--- src/rtl/display_scan_controller_if.sv ---
`default_nettype none
// ============================================================================
// display_scan_controller_if : load/ack handshake and 7-segment drive bundle
// Rev 1.0
// ============================================================================
interface display_scan_controller_if;
  logic [15:0] value_in;
  logic [3:0]  dp_in;
  logic [3:0]  digit_en;
  logic        load;
  logic        load_ack;
  logic        pending;
  logic [3:0]  an;
  logic [6:0]  seg;
  logic        dp;

  modport master (
    output value_in, dp_in, digit_en, load,
    input  load_ack, pending, an, seg, dp
  );

  modport slave (
    input  value_in, dp_in, digit_en, load,
    output load_ack, pending, an, seg, dp
  );
endinterface
`default_nettype wire

--- src/rtl/display_scan_controller.sv ---
`default_nettype none
// ============================================================================
// display_scan_controller : 4-digit common-anode 7-seg scanner with blanking
// and frame-aligned shadow loading. Rev 1.0
// ============================================================================
module display_scan_controller #(
  parameter int TICK_COUNT   = 262144,
  parameter int BLANK_CYCLES = 1024
) (
  input  wire logic                 clock_100Mhz,
  input  wire logic                 reset,
  display_scan_controller_if.slave  io
);

  localparam int CW = (TICK_COUNT > 1) ? $clog2(TICK_COUNT) : 1;
  localparam logic [CW-1:0] c_LAST  = CW'(TICK_COUNT - 1);
  localparam logic [CW-1:0] c_BLANK = CW'(BLANK_CYCLES);

  typedef enum logic [0:0] {
    ST_BLANK = 1'b0,
    ST_DRIVE = 1'b1
  } state_t;

  localparam state_t c_ST_INIT = (BLANK_CYCLES > 0) ? ST_BLANK : ST_DRIVE;

  logic [CW-1:0] r_slot_cnt;
  logic [CW-1:0] w_slot_next;
  logic [1:0]    r_digit_idx;
  logic          w_wrap;
  logic          w_frame;

  state_t r_state;
  state_t w_state_next;

  logic [15:0] r_sh_val;
  logic [3:0]  r_sh_dp;
  logic [3:0]  r_sh_en;
  logic        r_pending;
  logic [15:0] r_disp_val;
  logic [3:0]  r_disp_dp;
  logic [3:0]  r_disp_en;
  logic        r_load_ack;

  logic [3:0]  w_nib;
  logic [3:0]  w_an;
  logic [6:0]  w_seg;
  logic        w_dp;
  logic [3:0]  r_an;
  logic [6:0]  r_seg;
  logic        r_dp;

  function automatic logic [6:0] f_hex7(input logic [3:0] n);
    case (n)
      4'h0: f_hex7 = 7'b1000000;
      4'h1: f_hex7 = 7'b1111001;
      4'h2: f_hex7 = 7'b0100100;
      4'h3: f_hex7 = 7'b0110000;
      4'h4: f_hex7 = 7'b0011001;
      4'h5: f_hex7 = 7'b0010010;
      4'h6: f_hex7 = 7'b0000010;
      4'h7: f_hex7 = 7'b1111000;
      4'h8: f_hex7 = 7'b0000000;
      4'h9: f_hex7 = 7'b0010000;
      4'hA: f_hex7 = 7'b0001000;
      4'hB: f_hex7 = 7'b0000011;
      4'hC: f_hex7 = 7'b1000110;
      4'hD: f_hex7 = 7'b0100001;
      4'hE: f_hex7 = 7'b0000110;
      default: f_hex7 = 7'b0001110;
    endcase
  endfunction

  assign w_wrap      = (r_slot_cnt == c_LAST);
  assign w_frame     = w_wrap && (r_digit_idx == 2'd3);
  assign w_slot_next = w_wrap ? '0 : r_slot_cnt + 1'b1;

  always_ff @(posedge clock_100Mhz) begin
    if (reset) begin
      r_slot_cnt  <= '0;
      r_digit_idx <= 2'd0;
    end else begin
      r_slot_cnt <= w_slot_next;
      if (w_wrap) begin
        r_digit_idx <= r_digit_idx + 2'd1;
      end
    end
  end

  // A load on the boundary cycle wins over applying the older shadow.
  always_ff @(posedge clock_100Mhz) begin
    if (reset) begin
      r_sh_val   <= '0;
      r_sh_dp    <= '0;
      r_sh_en    <= '0;
      r_pending  <= 1'b0;
      r_disp_val <= '0;
      r_disp_dp  <= '0;
      r_disp_en  <= '0;
      r_load_ack <= 1'b0;
    end else begin
      r_load_ack <= 1'b0;
      if (io.load) begin
        r_sh_val  <= io.value_in;
        r_sh_dp   <= io.dp_in;
        r_sh_en   <= io.digit_en;
        r_pending <= 1'b1;
      end else if (w_frame && r_pending) begin
        r_disp_val <= r_sh_val;
        r_disp_dp  <= r_sh_dp;
        r_disp_en  <= r_sh_en;
        r_pending  <= 1'b0;
        r_load_ack <= 1'b1;
      end
    end
  end

  always_ff @(posedge clock_100Mhz) begin
    if (reset) begin
      r_state <= c_ST_INIT;
    end else begin
      r_state <= w_state_next;
    end
  end

  // State tracks the current slot count; next state looks at the next count.
  always_comb begin
    w_state_next = r_state;
    w_an         = 4'b1111;
    w_seg        = 7'b1111111;
    w_dp         = 1'b1;
    w_nib        = r_disp_val[r_digit_idx*4 +: 4];
    case (r_state)
      ST_BLANK: begin
        if (w_slot_next >= c_BLANK) begin
          w_state_next = ST_DRIVE;
        end
      end
      ST_DRIVE: begin
        if (w_slot_next < c_BLANK) begin
          w_state_next = ST_BLANK;
        end
        if (r_disp_en[r_digit_idx]) begin
          w_an = ~(4'b0001 << r_digit_idx);
        end
        w_seg = f_hex7(w_nib);
        w_dp  = ~r_disp_dp[r_digit_idx];
      end
      default: begin
        w_state_next = ST_BLANK;
      end
    endcase
  end

  always_ff @(posedge clock_100Mhz) begin
    if (reset) begin
      r_an  <= 4'b1111;
      r_seg <= 7'b1111111;
      r_dp  <= 1'b1;
    end else begin
      r_an  <= w_an;
      r_seg <= w_seg;
      r_dp  <= w_dp;
    end
  end

  assign io.an       = r_an;
  assign io.seg      = r_seg;
  assign io.dp       = r_dp;
  assign io.pending  = r_pending;
  assign io.load_ack = r_load_ack;

endmodule
`default_nettype wire

--- src/flat_wrapper.sv ---
// flat-port wrapper written by rule: the top's interface ports become plain ports
module display_scan_controller_flat 
#(
  parameter int TICK_COUNT   = 262144,
  parameter int BLANK_CYCLES = 1024
)
  (clock_100Mhz, reset, io_value_in, io_dp_in, io_digit_en, io_load, io_load_ack, io_pending, io_an, io_seg, io_dp);
  display_scan_controller_if io_i ();
  input  wire logic clock_100Mhz;
  input  wire logic reset;
  input wire logic [$bits(io_i.value_in)-1:0] io_value_in;
  input wire logic [$bits(io_i.dp_in)-1:0] io_dp_in;
  input wire logic [$bits(io_i.digit_en)-1:0] io_digit_en;
  input wire logic [$bits(io_i.load)-1:0] io_load;
  output wire logic [$bits(io_i.load_ack)-1:0] io_load_ack;
  output wire logic [$bits(io_i.pending)-1:0] io_pending;
  output wire logic [$bits(io_i.an)-1:0] io_an;
  output wire logic [$bits(io_i.seg)-1:0] io_seg;
  output wire logic [$bits(io_i.dp)-1:0] io_dp;
  assign io_i.value_in = io_value_in;
  assign io_i.dp_in = io_dp_in;
  assign io_i.digit_en = io_digit_en;
  assign io_i.load = io_load;
  assign io_load_ack = io_i.load_ack;
  assign io_pending = io_i.pending;
  assign io_an = io_i.an;
  assign io_seg = io_i.seg;
  assign io_dp = io_i.dp;
  display_scan_controller #(.TICK_COUNT(TICK_COUNT), .BLANK_CYCLES(BLANK_CYCLES)) u_core (.clock_100Mhz(clock_100Mhz), .reset(reset), .io(io_i));
endmodule
--- config.mk ---
export PLATFORM = sky130hd
export DESIGN_NAME = display_scan_controller_flat
export DESIGN_NICKNAME = d
export VERILOG_FILES = /design/src/rtl/display_scan_controller_if.sv /design/src/rtl/display_scan_controller.sv /design/src/flat_wrapper.sv
export SDC_FILE = /design/constraint.sdc
export NUM_CORES = 1
export LEC_CHECK = 0
export ABC_AREA = 1
export BUFFER_PORTS_ARGS = -buffer_cell sky130_fd_sc_hd__clkbuf_2
export CORE_UTILIZATION = 50
export DETAILED_ROUTE_END_ITERATION = 8
export PLACE_DENSITY_LB_ADDON = 0.12
export SLEW_MARGIN = 0
export SYNTH_ARGS = -nofsm -noshare
export SYNTH_HDL_FRONTEND = slang
export SYNTH_SLANG_ARGS = --single-unit
--- constraint.sdc ---
create_clock -name clock_100Mhz -period 1.89 [get_ports clock_100Mhz]
set_input_delay 0.0945 -clock clock_100Mhz [delete_from_list [all_inputs] [get_ports clock_100Mhz]]
set_output_delay 0.0945 -clock clock_100Mhz [all_outputs]
set_load 0.01 [all_outputs]
=== Word level (Yosys, flattened, before mapping) ===
Memories as Yosys holds them, arrays and structs flattened. A register that Yosys moved wholly into a read port is not among the register bits.
Index checks and enable logic that the tools add are counted.

* Flip-flop bits (word level): 76
* Memory bits (read-only): 112
* Input port bits: 27
* Output and inout bits: 14
* Word-level logic and storage cells: 46
* Memories kept: 1

* Add/sub/neg operators: 2
* Magnitude comparators: 3
* Eq/ne operators: 2
* Shifts and indexed selects: 2
* Muxes and demuxes: 11
* Bitwise gates (word level): 5
* Reductions and logical operators: 7

{| class="wikitable"
|+ Memory list
! name !! words !! width !! rd ports !! clocked after memory_dff !! write ports !! line !! text
|-
| (name not given) || 16 || 7 || 1 || 1 || 0 || display_scan_controller.sv:53 || <nowiki>case (n)</nowiki>
|}

{| class="wikitable"
|+ Operators with widths
! kind !! number
|-
| $add 18x1->18 const B || 1
|-
| $eq 18x18->1 const B || 1
|-
| $ge 18x11->1 const B || 1
|-
| $lt 18x11->1 const B || 1
|-
| $mux 18 || 1
|-
| $shiftx 16x5->4 || 1
|-
| $mux 1 || 7
|-
| $bmux 1 s2 || 2
|-
| $not 1->1 || 4
|-
| $not 4->4 || 1
|-
| $reduce_or 2->1 || 2
|-
| $shl 1x2->4 const A || 1
|-
| $lt 2x3->1 const B || 1
|-
| $reduce_or 3->1 || 1
|-
| $add 2x1->2 const B || 1
|-
| $eq 2x2->1 const B || 1
|-
| $logic_and 1x1->1 || 2
|-
| $pmux 1 s2 || 1
|-
| $reduce_and 2->1 || 1
|-
| $reduce_bool 2->1 || 1
|}

=== Longest topological paths before layout ===
* Depth after elaboration: 5
* Mapped depth: 13

=== Worst setup path before layout ===
OpenSTA, ideal clock, no wires.

* Kind: flip-flop to flip-flop
* Start point: register u_core.r_digit_idx[0]
* End point: register u_core.r_seg[0], in the netlist u_core.io.seg[0]
* Arrival: 1.602 ns
* Setup slack: 0.146 ns
* Cell stages (with the launch flop): 12
* Buffers on the path: 1
* Period minus slack after synthesis: 1.744 ns
* Cells stage by stage: dfxtp_1 > inv_1 > clkbuf_1 > nand2_1 > nand3_1 > nand2_1 > inv_1 > ha_1 > inv_1 > nor2_1 > o21ai_0 > o311ai_0

* Longest elaborated chain between the ends: 1

{| class="wikitable"
|+ RTL lines
! item !! line !! text
|-
| start: declaration || display_scan_controller.sv:28 || <nowiki>logic [1:0] r_digit_idx;</nowiki>
|-
| start signal: assignment || display_scan_controller.sv:84 || <nowiki>r_digit_idx <= r_digit_idx + 2'd1;</nowiki>
|-
| $shiftx 16x5->4 || display_scan_controller.sv:131 || <nowiki>w_nib = r_disp_val[r_digit_idx*4 +: 4];</nowiki>
|-
| end: declaration || display_scan_controller.sv:49 || <nowiki>logic [6:0] r_seg;</nowiki>
|}

Every way passes these cells.
A chain may end at the register's enable or synchronous reset.

=== Final worst setup path ===
* Start point: register u_core.r_slot_cnt[0]
* End point: register u_core.r_disp_val[8]

* Longest elaborated chain between the ends: 4

{| class="wikitable"
|+ RTL lines
! item !! line !! text
|-
| start: declaration || display_scan_controller.sv:26 || <nowiki>logic [CW-1:0] r_slot_cnt;</nowiki>
|-
| start signal: assignment || display_scan_controller.sv:82 || <nowiki>r_slot_cnt <= w_slot_next;</nowiki>
|-
| $eq 18x18->1 || display_scan_controller.sv:73 || <nowiki>assign w_wrap = (r_slot_cnt == c_LAST);</nowiki>
|-
| $logic_and 1x1->1 || display_scan_controller.sv:74 || <nowiki>assign w_frame = w_wrap && (r_digit_idx == 2'd3);</nowiki>
|-
| $logic_and 1x1->1 || display_scan_controller.sv:107 || <nowiki>end else if (w_frame && r_pending) begin</nowiki>
|-
| $reduce_and 2->1 (no source line) || - ||
|-
| end signal: assignment || display_scan_controller.sv:108 || <nowiki>r_disp_val <= r_sh_val;</nowiki>
|-
| end: declaration || display_scan_controller.sv:39 || <nowiki>logic [15:0] r_disp_val;</nowiki>
|}

Every way passes these cells.

==> results.yml <==
run_status:
  status: "complete, but fails checks"
  violations: "design-rule violations"
critical_path:
  rrSetupSlack_ns: 0.10
  cp-end-kind: "register"
  cp.arrival_ns: 2.09
  slowest_delay_ns: 0.36
  cp_max_fo: 6
  start_kind: "register"
  worstPathRequired_ns: 2.19
  setup.worst_path.class: "reg -> reg"
  crit_path_top_delay_cell: "dfxtp_2"
  worst_path_dominant_cell_family: "simple AND/OR/NAND/NOR gates"
  critPathBufInv: 1
  worstPathCellList: "ha_2, nand2_2, nor2_2, nand2_2, nor2_4, nand3_4, inv_2, nand4_4, nor2_2, nand2_1, nand2_1"
logic_synthesis:
  synth.cell_area_sq_um: 3500
  netlist_top_cells_count: "105 x nand2_1, 93 x nor2_1, 83 x dfxtp_1"
  synth_most_common_cell: "nand2_1"
  yosys_warnings: 0
  synth_cell_types: 29
  ys_ff_latch: 83
  netlist_instances: 472
  dominantRegCellSynth: "dfxtp_1"
  synth_top_area_share_pct: 47.5
  syn_area_per_cell_sq_um: 7.41
  post-synth-top-area-cell: "dfxtp_1"
  synth_area_leaders: "dfxtp_1 48%, nand2_1 11%, nor2_1 10%"
  synthArstFlopShare_pct: 0
  synth.net_count: 510
  ys_seq_area_share_pct: 47.5
  synth-edff-count: 0
clocking:
  ctsHtreeMaxLevel: 3
  clk_path_buf_depth: 2
  cts_tree: "done"
  cts_sinks: 83
  cts-root-buf: "clkbuf_8"
  clkTransAtPathRegs_ns: 0.08
  cts_setup_buffers: 0
  clock_latency_ns: 0.35
  cts_buffers: 9
layout:
  nNetsFinal: 588
  area_growth_pct: 23.7
  antenna-diode-count: 0
  multi_input_area_sq_um: 1660
  seq_area_sq_um: 1660
  fillers: 601
  instances_no_fill: 634
  drive_above_1_share_pct: 16.4
  design_area_sq_um: 4320
timing:
  relSlewSlack_pct: 71.0
  holdWs_ns: 0.0956
  rsz0062_at_grt: "yes"
  hold_violations: 0
  post-route-period-util_pct: 94.5
  worstMarginPinSlew_ns: 0.435
  finalSetupViolations: 0
  setup_slack_ns: 0.103
  fmax_mhz: 560
  fin_crit_ns: 1.79
  fin_worst_skew_ns: 0.00983
  finalMaxSlewViolations: 0
placed_design:
  dp.cells: 592
  portBuffers: 40
  dpl.hpwl_um: 5260
  place.gp.congestion: 0.861
  place_area_sq_um: 3850
  pre_cts_ws_ns: 0.149
routing:
  drt_iter0_markers: 83
  viasPerCell: 4.88
  vias: 3093
  firstDrtPassIters: 6
  ant_nets: 0
  remaining_drc_errors: 1
  post_drt_wl_per_cell_um: 12.5
  routed_wl_um: 7900
floorplan:
  start_util_pct: 51.7
  coreArea_sq_um: 6760
  dieArea_sq_um: 7330
  num_rows: 30
  die_h_um: 85.6
  num_io_pins: 41
  fp.dieW_um: 85.6
power:
  clkPwrFrac_pct: 38.3
  intPower_uw: 2480
  powerDensity_nw_per_um2: 747
  comb_power_share_pct: 5.6
  power.leakage_uw: 0.00199
  p_seq_share_pct: 56.1
  ir_drop_v: 0.000641
  sw_frac_of_total_pct: 23.1
  p_switching_uw: 746
flow_run:
  cap_violations: 0
global_routing:
  grt_use_total_pct: 22.4
  grt_start_max_net_pins: 36
  grt_pass1_vias: 2923
  grt_pass1_wl_um: 12900
  antenna_found_initial: 0
  grt-ovfl-total: 0
worst_hold_path:
  holdCritPathClass: "in -> reg"
==> per-layer routing <==
metal	up-vias	track usage, %	wire (um)
met5	-	0	0
met4	0	7.42	124
met3	10	6.16	229
met2	53	38.0	3920
met1	1359	27.4	3630
li1	1671	-	-
==> tightest hold or removal path, delay by kind of cell <==
family	cells	cell delay [ns]
AO/OA/AOI/OAI	2	0.14
buffers and inverters	2	0.18
==> cell families after synthesis <==
kind of cell | synth area share (%)
AOI/OAI and AO/OA | 8.52
xor gates and xnor gates | 2.25
adders and majority gates | 3.94
buffers and inverters | 6.01
DFF | 47.5
and+or+nand+nor | 31.7
==> flip-flops by register name, indices dropped and copies added (netlist names) <==
name,flops
u_core.r_state,1
u_core.io.dp,1
u_core.io.seg,7
u_core.r_digit_idx,2
u_core.io.load_ack,1
u_core.r_disp_val,16
u_core.r_slot_cnt,18
u_core.io.an,4
u_core.r_sh_val,16
u_core.r_disp_dp,4
u_core.io.pending,1
u_core.r_disp_en,4
u_core.r_sh_dp,4
u_core.r_sh_en,4
==> cell usage in the layout (no fill, tap or decap), types with 2 or more instances in the layout <==
cell type / netlist / layout
clkbuf_8: 0 / 9
dfxtp_2: 0 / 2
xor2_1: 5 / 5
nor2_2: 2 / 3
nand4_1: 4 / 4
ha_1: 11 / 10
clkinv_4: 0 / 2
clkbuf_2: 0 / 40
nor3_1: 2 / 2
dfxtp_1: 83 / 81
nor2_1: 93 / 93
xnor2_1: 4 / 4
inv_2: 3 / 4
nand3_1: 43 / 43
inv_1: 34 / 33
nor2_4: 1 / 3
o21ai_0: 45 / 44
buf_4: 0 / 16
clkinv_2: 0 / 2
a21oi_1: 7 / 7
dlygate4sd3_1: 0 / 24
nand2_1: 105 / 104
nand2_2: 2 / 3
==> layout make-up <==
| cell class | count | share of cell area (%) |
|---|---|---|
| Clock buffer | 9 | 2.87 |
| Timing Repair Buffer | 81 | 13.2 |
| Multi-Input combinational cell | 338 | 38.4 |
| Tap cell | 80 | 2.32 |
| Sequential cell | 83 | 38.5 |
| Inverter | 37 | 3.21 |
| Clock inverter | 6 | 1.53 |
==> power by group through the flow <==
| stage | clock [uW] | combinational (uW) | sequential [uW] |
|---|---|---|---|
| floorplan | 0 | 83.2 | 1850 |
| global placement | 0 | 135 | 1850 |
| detailed placement | 0 | 138 | 1850 |
| CTS | 1270 | 175 | 1810 |
| global route | 1340 | 202 | 1820 |
| finish | 1240 | 180 | 1810 |
==> what timing repair did <==
item | 4_1_cts | 5_1_grt
hold buffers | 23 | 1
endpoints found under the setup margin | 0 | 20
endpoints found under the hold margin | 23 | 1
resized for setup | 0 | 8
==> per-stage QoR <==
stage	utilization [%]	total power [uW]	setup TNS, ns
3_3_place_gp	57.0	1990	0
6_report	64.0	3230	0
5_1_grt	64.0	3360	-0.0124
2_1_floorplan	-	1930	0
4_1_cts	63.2	3250	0
3_5_place_dp	57.0	1990	0
==> worst paths after layout <==
path	from	end	cells after the start
setup reg to reg	u_core.r_slot_cnt[0]	u_core.r_disp_val[8]	11
hold reg to reg	u_core.r_slot_cnt[0]	u_core.r_slot_cnt[0]	1
setup / recovery	u_core.r_slot_cnt[0]	u_core.r_disp_val[8]	11
hold / removal	reset	u_core.r_digit_idx[1]	4
(Power assumes the default switching activity.)
